==> src/rtl/isa_pkg.sv <==
// ISA constants shared by the IF/ID stage: opcodes, immediate-select codes, field positions.
// Latency: n/a (package only).
// Backpressure: n/a (package only).
package isa_pkg;

    localparam logic [5:0] OP_RTYPE = 6'h00;
    localparam logic [5:0] OP_JMP   = 6'h02;
    localparam logic [5:0] OP_BEQ   = 6'h04;
    localparam logic [5:0] OP_ADDI  = 6'h08;
    localparam logic [5:0] OP_LW    = 6'h23;
    localparam logic [5:0] OP_SW    = 6'h2B;
    localparam logic [5:0] OP_IN    = 6'h30;

    localparam logic [1:0] IMSEL_26  = 2'b00;
    localparam logic [1:0] IMSEL_20  = 2'b01;
    localparam logic [1:0] IMSEL_14  = 2'b10;
    localparam logic [1:0] IMSEL_EXT = 2'b11;

    // Bit positions within the 32-bit instruction word
    localparam int OP_LSB = 26;
    localparam int RA_LSB = 20;
    localparam int RB_LSB = 14;
    localparam int RC_LSB = 8;

    // Decoded instruction as carried by each buffer entry.
    // im26 holds instr[25:0]; ra/rb/rc/im20/im14 are all sub-slices of it.
    typedef struct packed {
        logic [5:0]  opcode;
        logic [25:0] im26;
        logic [1:0]  imsel;
        logic        illegal;
    } dec_t;

endpackage

==> src/rtl/instr_field_decode.sv <==
// Combinational instruction field slicer and immediate-select decoder (ILLEGAL_OP_EN adds opcode check).
// Latency: 0 cycles, purely combinational.
// Backpressure: none; output follows input every cycle.
module instr_field_decode
    import isa_pkg::*;
(
    input  logic [31:0] instr,
    output dec_t        dec
);

    // Slice fields and pick the immediate width from the opcode
    always_comb begin
        dec         = '0;
        dec.opcode  = instr[31:OP_LSB];
        dec.im26    = instr[25:0];
        dec.imsel   = IMSEL_26;
        dec.illegal = 1'b0;
        case (instr[31:OP_LSB])
            OP_RTYPE,
            OP_JMP:   dec.imsel = IMSEL_26;
            OP_LW,
            OP_SW,
            OP_ADDI:  dec.imsel = IMSEL_20;
            OP_BEQ:   dec.imsel = IMSEL_14;
            OP_IN:    dec.imsel = IMSEL_EXT;
            default: begin
                dec.imsel = IMSEL_26;
`ifdef ILLEGAL_OP_EN
                dec.illegal = 1'b1;
`else
                dec.illegal = 1'b0;
`endif
            end
        endcase
    end

endmodule

==> src/rtl/instr_decode_reg.sv <==
// IF/ID stage: 2-entry skid buffer of decoded instructions + PC (ILLEGAL_OP_EN enables illegal flag).
// Latency: 1 cycle from accepted push to head outputs when buffer is empty.
// Backpressure: in_ready drops when both entries are full; flush empties the buffer next edge.
module instr_decode_reg
    import isa_pkg::*;
#(
    parameter int PC_W   = 32,
    parameter int REG_AW = 6
) (
    input  logic              clk,
    input  logic              rst_n,
    input  logic              in_valid,
    output logic              in_ready,
    input  logic [31:0]       in_instr,
    input  logic [PC_W-1:0]   in_pc,
    input  logic              flush,
    output logic              out_valid,
    input  logic              out_ready,
    output logic [5:0]        opcode,
    output logic [REG_AW-1:0] ra,
    output logic [REG_AW-1:0] rb,
    output logic [REG_AW-1:0] rc,
    output logic [25:0]       im26,
    output logic [19:0]       im20,
    output logic [13:0]       im14,
    output logic [1:0]        IMSel,
    output logic [PC_W-1:0]   pc_out,
    output logic              illegal
);

    dec_t            push_dec;
    dec_t            head_dec;
    dec_t            skid_dec;
    logic [PC_W-1:0] head_pc;
    logic [PC_W-1:0] skid_pc;
    logic [1:0]      count;
    logic            push;
    logic            pop;

    instr_field_decode u_decode (
        .instr (in_instr),
        .dec   (push_dec)
    );

    // Handshake qualifiers; a flush swallows any push in the same cycle
    always_comb begin
        in_ready  = (count != 2'd2);
        out_valid = (count != 2'd0);
        push      = in_valid && in_ready && !flush;
        pop       = out_valid && out_ready;
    end

    // Skid buffer: head is slot0, skid is slot1; contents are kept when emptied
    always_ff @(posedge clk or negedge rst_n) begin
        if (!rst_n) begin
            count    <= 2'd0;
            head_dec <= '0;
            skid_dec <= '0;
            head_pc  <= '0;
            skid_pc  <= '0;
        end else if (flush) begin
            count <= 2'd0;
        end else begin
            case (count)
                2'd0: begin
                    if (push) begin
                        head_dec <= push_dec;
                        head_pc  <= in_pc;
                        count    <= 2'd1;
                    end
                end
                2'd1: begin
                    if (push && pop) begin
                        head_dec <= push_dec;
                        head_pc  <= in_pc;
                    end else if (push) begin
                        skid_dec <= push_dec;
                        skid_pc  <= in_pc;
                        count    <= 2'd2;
                    end else if (pop) begin
                        count <= 2'd0;
                    end
                end
                default: begin
                    // Full: no push possible, a pop promotes the skid entry
                    if (pop) begin
                        head_dec <= skid_dec;
                        head_pc  <= skid_pc;
                        count    <= 2'd1;
                    end
                end
            endcase
        end
    end

    // Head entry drives the decode-facing outputs directly
    always_comb begin
        opcode  = head_dec.opcode;
        im26    = head_dec.im26;
        ra      = head_dec.im26[RA_LSB +: REG_AW];
        rb      = head_dec.im26[RB_LSB +: REG_AW];
        rc      = head_dec.im26[RC_LSB +: REG_AW];
        im20    = head_dec.im26[19:0];
        im14    = head_dec.im26[13:0];
        IMSel   = head_dec.imsel;
        illegal = head_dec.illegal;
        pc_out  = head_pc;
    end

endmodule

==> config.mk <==
export PLATFORM = sky130hd
export DESIGN_NAME = instr_decode_reg
export DESIGN_NICKNAME = d
export VERILOG_FILES = /design/src/rtl/isa_pkg.sv /design/src/rtl/instr_field_decode.sv /design/src/rtl/instr_decode_reg.sv
export SDC_FILE = /design/constraint.sdc
export NUM_CORES = 1
export LEC_CHECK = 0
export CAP_MARGIN = 20
export CORE_MARGIN = 1
export CORE_UTILIZATION = 50
export DETAILED_ROUTE_END_ITERATION = 8
export GPL_TIMING_DRIVEN = 0
export PLACE_DENSITY = 0.84
export SETUP_SLACK_MARGIN = 0.1
export SLEW_MARGIN = 20
export SYNTH_ARGS = -nofsm -noshare
export SYNTH_HDL_FRONTEND = slang
export SYNTH_HIERARCHICAL = 1
export SYNTH_SLANG_ARGS = --single-unit
==> constraint.sdc <==
create_clock -name clk -period 3 [get_ports clk]
set_input_delay 0.6 -clock clk [delete_from_list [all_inputs] [get_ports clk]]
set_output_delay 0.6 -clock clk [all_outputs]
set_load 0.01 [all_outputs]
==> results of run 1 <==
per-stage QoR:
step / setup TNS [ns] / hold slack, ns
after floorplan: 0 / 0.304
after global placement: -530.53 / 0.470
after detailed placement: 0 / 0.474
after CTS: 0 / 0.113
after global routing: 0 / 0.133
final: 0 / 0.102
routing by layer:
layer  GRT usage  vias to the layer above
li1            -                     1915
met1       0.243                     2043
met2       0.361                      150
met3      0.0659                       14
met4      0.0793                        0
met5           0                        -
kinds of logic (layout without fill, tap and decap cells):
family / after synthesis / count (layout) / share of synthesized area
and+or+nand+nor: 11 / 11 / 0.0119
muxes: 205 / 205 / 0.349
AOI/OAI and AO/OA: 4 / 4 / 0.00624
other: 1 / 1 / 0.000567
buffers and inverters: 109 / 305 / 0.118
DFF: 136 / 136 / 0.515
sequential cells by signal, indices dropped and copies added (netlist names):
signal	count
illegal	1
im26	26
pc_out	32
skid_dec	35
IMSel	2
skid_pc	32
count	2
opcode	6
Yosys cell counts:
master,n,area (µm²)
or2_4,1,8.76
inv_1,2,7.51
or3_1,1,6.26
buf_8,3,45.0
buf_2,12,60.1
nor4_4,1,21.3
a211oi_4,1,20.0
o22ai_1,1,6.26
mux2_2,172,1940
nand2_1,1,3.75
clkbuf_1,5,18.8
conb_1,1,3.75
nor4_1,1,6.26
nand2b_1,1,6.26
nand4b_1,1,8.76
mux2i_1,3,30.0
mux2_1,30,338
dfrtp_1,136,3400
buf_1,1,3.75
nor2_1,3,11.3
and2_1,1,6.26
buf_4,86,646
a211oi_1,2,15.0
power by group:
| group | switching, mW | leakage (nW) | internal [mW] | total, mW |
|---|---|---|---|---|
| Clock | 0.722 | 0.297 | 1.34 | 2.06 |
| Combinational | 0.556 | 2.00 | 1.15 | 1.71 |
| Sequential | 0.263 | 1.65 | 2.27 | 2.54 |
worst max path at each step:
stage / depth (start not counted) / endpoint / startpoint
floorplan: 6 / opcode[1] / count[1]
global placement: 1 / im26[11] / rst_n
detailed placement: 5 / skid_pc[22] / flush
CTS: 4 / in_ready / count[1]
global route: 4 / in_ready / count[1]
finish: 4 / in_ready / count[1]
area by class of cell:
cell class              instances  area (µm²)
plain buffers                 107         773
inverters                       2        7.51
fillers                       851        3690
multi-input cells             221        2430
well taps                     172         215
clock buffers                  22         464
clock inverters                10         125
repair buffers                164        1660
flip-flops and latches        136        3400
critical path, stage by stage (launching register included):
cell and delay (ns):
dfrtp_1 0.32, buf_2 0.23, buf_1 0.51, nand2b_1 0.15, clkdlybuf4s50_1 0.51
==> flow_summary_export.csv, run 1 <==
group,metric,value,unit
grt,grt-ovfl-total,0,
pwr,total_power,6.31,mW
worst_setup_path,required,2.40,ns
job,cap_violations,0,
worst_setup_path,r2r_start,"count[1]",
grt,first_global_vias,4260,
clocking,clock-sinks,136,
detailed_routing,firstDrtPassIters,4,
clocking,clk_pin_slew_worst_paths,0.05,ns
pwr,ir_worst_vdd,0.423,mV
final_layout,drive_gt1_frac,0.464,
place,pre_cts_slack,0.328,ns
floorplanning,die-area,13700,µm²
clocking,cts-root-buf,"clkbuf_16",
worst_setup_path,critPathMaxFanout,10,
clocking,cts_tree,"built",
place,placed_area,8490,µm²
final_layout,finalNetCount,718,
floorplanning,dieWidth,117,µm
clocking,numCtsBuffers,17,
pwr,pwr_density_cell,695,nW/µm²
synth,ys_types,23,
grt,grt_pass1_wl,21.1,mm
detailed_routing,remaining_drc_errors,0,
clocking,clkLatencyLatePin,0.41,ns
detailed_routing,wl_met1,5.53,mm
floorplanning,start_util,0.518,
timing,rsz0062_at_grt,"false",
final_layout,final_common_cell,"mux2_2",
worst_setup_path,reg2reg_to,"pc_out[16]",
place,gp_routability_congestion,0.746,
timing,skew,0.00423,ns
synth,ys_seq_area_frac,0.515,
timing,fin_ws,0.280,ns
final_layout,final_cells,834,
detailed_routing,vias_per_cell,4.94,
detailed_routing,vias,4122,
clocking,cts_buffer_depth,2,
grt,grt_usage,0.208,
clocking,cts.repair.resized,0,
final_layout,postLayoutCellArea,9080,µm²
synth,ys_ff_latch,136,
detailed_routing,routed_wl,13.3,mm
status,status,"completed",
timing,period_minus_slack,2.72,ns
final_layout,final_util,0.711,
timing,relSlewSlack,0.566,
place,dp.cells,802,
worst_setup_path,critPathKind,"register to output port",
detailed_routing,drt.antenna.violating_nets,0,
detailed_routing,wl_met2,6.69,mm
pwr,leakagePower,3.95,nW
clocking,cts_setup_buffers,0,
grt,grt_start_max_net_pins,80,
detailed_routing,drt_iter0_markers,110,
clocking,cts_max_level,4,
final_layout,n_antenna_cell,0,
timing,worst_slew_pin_slew,0.651,ns
grt,antenna_found_initial,0,
synth,synth_warnings,6,
synth,synth_cells,466,
timing,final-hold-violation-count,0,
final_layout,area_growth,37.3,%
timing,fmax,368,MHz
floorplanning,rows,41,
place,hpwl,9.59,mm
floorplanning,core_area,12800,µm²
detailed_routing,top_layer,"met4",
final_layout,final_cell_mix,"172 x mux2_2, 162 x clkdlybuf4s50_1, 136 x dfrtp_1",
worst_setup_path,r2r_setup_slack,0.98,ns
timing,period_share,0.907,
synth,netlist_area,6610,µm²
floorplanning,io_pins,190,
clocking,postCtsHoldBufs,0,
place,io_buffers,163,
detailed_routing,wl_per_cell,16.0,µm
worst_hold_path,hold_path_class,"input port to asynchronous set/reset pin",
floorplanning,die_y,117,µm
worst_setup_path,arrival,2.12,ns
timing,setup_viol,0,
synth,synthesis.nets,535,
worst_setup_path,critPathCaptureType,"output port",
synth,synth_area_per_cell,14.2,µm²
worst_setup_path,startpoint_type,"register",
worst_setup_path,reg2regPathDepth,6,
detailed_routing,met3WireLength,942,µm
timing,slew_viol_final,0,
Power figures use the tool's default switching activity.
==> run 2, diff against run 1 <==
--- a/config.mk
+++ b/config.mk
@@ -7,10 +7,10 @@
 export LEC_CHECK = 0
 export CAP_MARGIN = 20
 export CORE_MARGIN = 1
-export CORE_UTILIZATION = 50
+export CORE_UTILIZATION = 52
 export DETAILED_ROUTE_END_ITERATION = 8
 export GPL_TIMING_DRIVEN = 0
-export PLACE_DENSITY = 0.84
+export PLACE_DENSITY = 0.87
 export SETUP_SLACK_MARGIN = 0.1
 export SLEW_MARGIN = 20
 export SYNTH_ARGS = -nofsm -noshare
==> run 2 against run 1 <==
Hold slack worse by 0.026 ns. Worst setup slack better by 0.095 ns. Maximum frequency grew 3.6%. Critical path depth stayed put. Largest cell class unchanged. Register-to-register slack hardly changed. Clock power rose by 13%. Combinational power about the same. Global-route usage rose by 1.8 points. Cell count decreased by 0.48%. Cell area is 0.80% higher. Core utilization is 3.9 points higher.
==> flow_summary_export.csv, run 2 (synthesis results as in run 1) <==
group,metric,value,unit
floorplanning,io_pins,190,
detailed_routing,vias_per_cell,4.98,
place,dp.cells,798,
worst_setup_path,cp_cell_sequence,"buf_2, buf_1, nand2b_1, clkdlybuf4s50_1",
worst_setup_path,critPathMaxFanout,10,
grt,first_global_vias,4503,
floorplanning,dieWidth,115,µm
final_layout,drive_gt1_frac,0.468,
clocking,numCtsBuffers,17,
place,gp_routability_congestion,0.702,
floorplanning,core_area,12200,µm²
floorplanning,start_util,0.541,
worst_setup_path,startpoint_type,"register",
pwr,ir_worst_vdd,0.406,mV
clocking,cts-root-buf,"clkbuf_16",
final_layout,area_growth,38.4,%
timing,relSlewSlack,0.571,
worst_setup_path,cp_slowest_cell,"clkdlybuf4s50_1",
floorplanning,die_y,115,µm
timing,worst_slew_pin_slew,0.643,ns
clocking,cts_buffer_depth,2,
final_layout,final_cell_mix,"172 x mux2_2, 162 x clkdlybuf4s50_1, 136 x dfrtp_1",
clocking,cts_max_level,4,
worst_setup_path,critPathCaptureType,"output port",
detailed_routing,wl_per_cell,17.0,µm
clocking,clk_pin_slew_worst_paths,0.06,ns
clocking,clock-sinks,136,
pwr,pwr_density_cell,720,nW/µm²
worst_setup_path,critPathMaxStageDelay,0.52,ns
final_layout,final_util,0.750,
detailed_routing,drt_iter0_markers,85,
final_layout,top_register,"skid_dec",
detailed_routing,routed_wl,14.1,mm
detailed_routing,drt.antenna.violating_nets,0,
floorplanning,die-area,13200,µm²
detailed_routing,vias,4132,
worst_hold_path,hold_path_class,"input port to asynchronous set/reset pin",
final_layout,final_common_cell,"mux2_2",
timing,slew_viol_final,0,
clocking,cts.repair.resized,0,
clocking,cts_setup_buffers,0,
worst_setup_path,required,2.40,ns
detailed_routing,remaining_drc_errors,0,
final_layout,final_cells,830,
place,hpwl,10.0,mm
timing,final-hold-violation-count,0,
detailed_routing,firstDrtPassIters,4,
timing,period_share,0.875,
timing,rsz0062_at_grt,"false",
pwr,leakagePower,3.99,nW
final_layout,largest_register_ffs,35,
place,io_buffers,163,
grt,grt_start_max_net_pins,94,
timing,fmax,381,MHz
worst_setup_path,critPathKind,"register to output port",
worst_setup_path,arrival,2.02,ns
floorplanning,rows,40,
grt,antenna_found_initial,0,
status,status,"completed",
final_layout,finalNetCount,718,
timing,period_minus_slack,2.62,ns
grt,grt_pass1_wl,22.3,mm
final_layout,n_antenna_cell,0,
job,cap_violations,0,
clocking,postCtsHoldBufs,0,
clocking,cts_tree,"built",
clocking,clkLatencyLatePin,0.42,ns
grt,grt-ovfl-total,0,
grt,grt_usage,0.226,
timing,setup_viol,0,
timing,skew,0.00482,ns
## run 2: path summary, 6_finish.rpt
| check | start | to | slack (ns) | cells past startpoint |
|---|---|---|---|---|
| min in group clk | in_instr[18] | skid_dec[21] | 0.43 | 2 |
| setup / recovery | count[1] | in_ready | 0.38 | 4 |
| setup reg to reg | count[1] | skid_dec[12] | 0.98 | 5 |
| max in group asynchronous | rst_n | im26[16] | 2.18 | 2 |
| hold / removal | rst_n | im26[5] | 0.08 | 1 |
| hold reg to reg | pc_out[28] | pc_out[28] | 0.48 | 1 |
## run 2: metal layers
metal / vias to the layer above / global-route usage / part of all wire
met5: - / 0 / 0
li1: 1919 / - / -
met4: 0 / 0.0900 / 0.016
met3: 18 / 0.0822 / 0.087
met1: 2043 / 0.245 / 0.39
met2: 152 / 0.404 / 0.50
## run 2: worst max-delay path: cells and delay by family (launching register included)
| kind | cells | cell delay [ns] |
|---|---|---|
| buffers and inverters | 3 | 1.18 |
| flip-flops | 1 | 0.32 |
| AND/OR/NAND/NOR | 1 | 0.11 |
## run 2: area by class of cell
| type | count | area (µm²) |
|---|---|---|
| fillers | 828 | 3060 |
| flip-flops and latches | 136 | 3400 |
| repair buffers | 164 | 1660 |
| clock inverters | 14 | 228 |
| well taps | 168 | 210 |
| clock buffers | 18 | 439 |
| multi-input cells | 221 | 2430 |
| plain buffers | 107 | 773 |
| inverters | 2 | 7.51 |
## run 2: metrics by stage
| stage | setup WS (ns) | total power [mW] | setup TNS, ns | hold WS (ns) | cell area, µm² |
|---|---|---|---|---|---|
| 6_report | 0.375 | 6.59 | 0 | 0.0763 | 9150 |
| 5_1_grt | 0.198 | 6.88 | 0 | 0.0972 | 9150 |
| 4_1_cts | 0.297 | 6.66 | 0 | 0.0732 | 9150 |
| 3_5_place_dp | 0.309 | 4.30 | 0 | 0.474 | 8490 |
| 3_3_place_gp | -3.85 | 4.20 | -521.96 | 0.469 | 8450 |
| 2_1_floorplan | 1.16 | 3.38 | 0 | 0.304 | 6610 |
## run 2: power breakdown
group / leakage (nW) / internal, mW / total, mW / switching, mW
Clock: 0.333 / 1.57 / 2.33 / 0.759
Sequential: 1.65 / 2.27 / 2.53 / 0.259
Combinational: 2.00 / 1.15 / 1.73 / 0.571
==> run 3, diff against run 2 <==
--- a/config.mk
+++ b/config.mk
@@ -7,10 +7,11 @@
 export LEC_CHECK = 0
 export CAP_MARGIN = 20
 export CORE_MARGIN = 1
-export CORE_UTILIZATION = 52
+export CORE_UTILIZATION = 43
+export CTS_CLUSTER_DIAMETER = 100
 export DETAILED_ROUTE_END_ITERATION = 8
 export GPL_TIMING_DRIVEN = 0
-export PLACE_DENSITY = 0.87
+export PLACE_DENSITY = 0.77
 export SETUP_SLACK_MARGIN = 0.1
 export SLEW_MARGIN = 20
 export SYNTH_ARGS = -nofsm -noshare
==> constraint.sdc (replaced) <==
create_clock -name clk -period 2.3 [get_ports clk]
set_input_delay 0.46 -clock clk [delete_from_list [all_inputs] [get_ports clk]]
set_output_delay 0.46 -clock clk [all_outputs]
set_load 0.01 [all_outputs]
==> run 3 against run 2 <==
Count of clock-buffer cells in the layout rose by 5. Register-to-register slack lost 0.72 ns. Core utilization fell by 13 points. Flip-flop and latch count stayed put. Die area rose by 21%. Worst setup slack lost 0.13 ns. Critical path type is now input port to register. Cell area is 0.27% lower. Sequential share of layout area increased by 0.10 points. First-iteration DRC count increased by 24%.
==> flow_summary_export.csv, run 3 (synthesis results as in run 1) <==
group,metric,value,unit
place,pre_cts_slack,-0.265,ns
detailed_routing,routed_wl,14.0,mm
clocking,numCtsBuffers,17,
pwr,ir_worst_vdd,0.468,mV
detailed_routing,vias_per_cell,4.89,
clocking,cts_max_level,4,
clocking,cts_buffer_depth,2,
final_layout,n_antenna_cell,0,
grt,grt_start_max_net_pins,81,
timing,setup_viol,0,
timing,period_share,0.895,
worst_setup_path,required,2.60,ns
place,hpwl,10.2,mm
pwr,power_frac_seq,0.396,
worst_setup_path,critPathMaxFanout,10,
grt,grt-ovfl-total,0,
timing,relSlewSlack,0.557,
floorplanning,core_area,14800,µm²
clocking,cts_setup_buffers,0,
floorplanning,dieWidth,126,µm
timing,final-hold-violation-count,0,
worst_hold_path,hold_path_class,"input port to register",
timing,slew_viol_final,0,
worst_setup_path,critPathMaxStageDelay,0.54,ns
floorplanning,io_pins,190,
clocking,cts_tree,"built",
pwr,internal-power,6.28,mW
timing,skew,0.00553,ns
final_layout,area_growth,38.1,%
final_layout,final_common_cell,"mux2_2",
final_layout,drive_gt1_frac,0.466,
pwr,p_comb_frac,0.270,
grt,antenna_found_initial,0,
timing,period_minus_slack,2.06,ns
place,io_buffers,163,
final_layout,top_register,"skid_dec",
detailed_routing,remaining_drc_errors,0,
worst_setup_path,crit_family,"buffers and inverters",
pwr,pwr_density_cell,913,nW/µm²
grt,grt_usage,0.189,
final_layout,final_cell_mix,"172 x mux2_2, 160 x clkdlybuf4s50_1, 136 x dfrtp_1",
pwr,switchingPower,2.06,mW
detailed_routing,drt_iter0_markers,105,
pwr,leakagePower,3.97,nW
job,cap_violations,0,
clocking,clock-sinks,136,
clocking,clkLatencyLatePin,0.42,ns
worst_setup_path,cp_cell_sequence,"clkdlybuf4s50_1, nor4_4, clkbuf_4, buf_2, mux2_2",
detailed_routing,vias,4142,
floorplanning,start_util,0.448,
timing,rsz0062_at_grt,"false",
timing,fmax,486,MHz
place,gp_routability_congestion,0.705,
worst_setup_path,startpoint_type,"input port",
status,status,"completed",
timing,fin_ws,0.242,ns
grt,first_global_vias,4466,
pwr,p_sw_frac,0.247,
worst_setup_path,critPathCaptureType,"register",
worst_setup_path,arrival,2.36,ns
floorplanning,die-area,15900,µm²
final_layout,finalNetCount,719,
detailed_routing,wl_per_cell,16.6,µm
pwr,total_power,8.33,mW
floorplanning,rows,44,
worst_setup_path,cp.buffers_inverters,3,
clocking,clk_pin_slew_worst_paths,0.06,ns
timing,worst_slew_pin_slew,0.665,ns
detailed_routing,drt.antenna.violating_nets,0,
worst_setup_path,critPathKind,"input port to register",
grt,grt_pass1_wl,23.1,mm
detailed_routing,firstDrtPassIters,4,
floorplanning,die_y,126,µm
pwr,clkPwrFrac,0.334,
clocking,cts-root-buf,"clkbuf_16",
final_layout,largest_register_ffs,35,
worst_setup_path,cp_slowest_cell,"clkdlybuf4s50_1",
run 3: layout make-up:
class,count,area [µm²]
buffer,107,779
clock buffer,23,488
clock inverter,9,120
fill,1164,5630
inverter,2,7.51
multi-input combinational,221,2430
sequential,136,3400
tap,184,230
timing repair buffer,165,1670
run 3: power by group through the flow:
stage | clock, mW | combinational (mW) | sequential (mW)
finish | 2.79 | 2.25 | 3.30
global route | 2.95 | 2.41 | 3.38
CTS | 2.84 | 2.28 | 3.30
detailed placement | 0 | 2.27 | 3.33
global placement | 0 | 2.20 | 3.29
floorplan | 0 | 1.05 | 3.36
run 3: metal layers:
metal / wire length, µm / vias to the layer above / track usage
li1: - / 1917 / -
met1: 5630 / 2062 / 0.211
met2: 7120 / 143 / 0.331
met3: 1080 / 20 / 0.0671
met4: 206 / 0 / 0.0659
met5: 0 / - / 0
run 3: through the flow:
| stage | hold WS [ns] | cells | cell area (µm²) | TNS (ns) | utilization |
|---|---|---|---|---|---|
| global placement | 0.470 | 813 | 8470 | -615.06 | 0.574 |
| finish | 0.283 | 847 | 9130 | 0 | 0.619 |
| global route | 0.270 | 847 | 9130 | 0 | 0.619 |
| CTS | 0.267 | 847 | 9130 | 0 | 0.619 |
| floorplan | 0.164 | 466 | 6610 | 0 | - |
| detailed placement | 0.414 | 814 | 8510 | -9.64 | 0.577 |
run 3: worst paths after layout:
| kind | from | to | slack [ns] | cells past startpoint |
|---|---|---|---|---|
| min reg2reg | pc_out[26] | pc_out[26] | 0.48 | 1 |
| max in group asynchronous | rst_n | im26[11] | 1.02 | 3 |
| min in group asynchronous | rst_n | pc_out[8] | 0.55 | 2 |
| min | in_instr[4] | skid_dec[7] | 0.28 | 2 |
| max reg2reg | count[1] | pc_out[13] | 0.26 | 6 |
| max | flush | skid_pc[29] | 0.24 | 5 |
run 3: worst reg2reg max path, stage by stage (launching register included):
cell and delay (ns):
dfrtp_1 0.35, buf_2 0.19, or2_4 0.28, a211oi_4 0.30
buf_4 0.28, buf_8 0.18, mux2_1 0.34
run 3: timing repair:
item / in CTS / in global routing
setup endpoints to repair: 2 / 19
resized for setup: 4 / 1
pin swaps: 0 / 0
cloned: 0 / 0
hold endpoints to repair: 56 / 0
hold buffers: 1 / 0
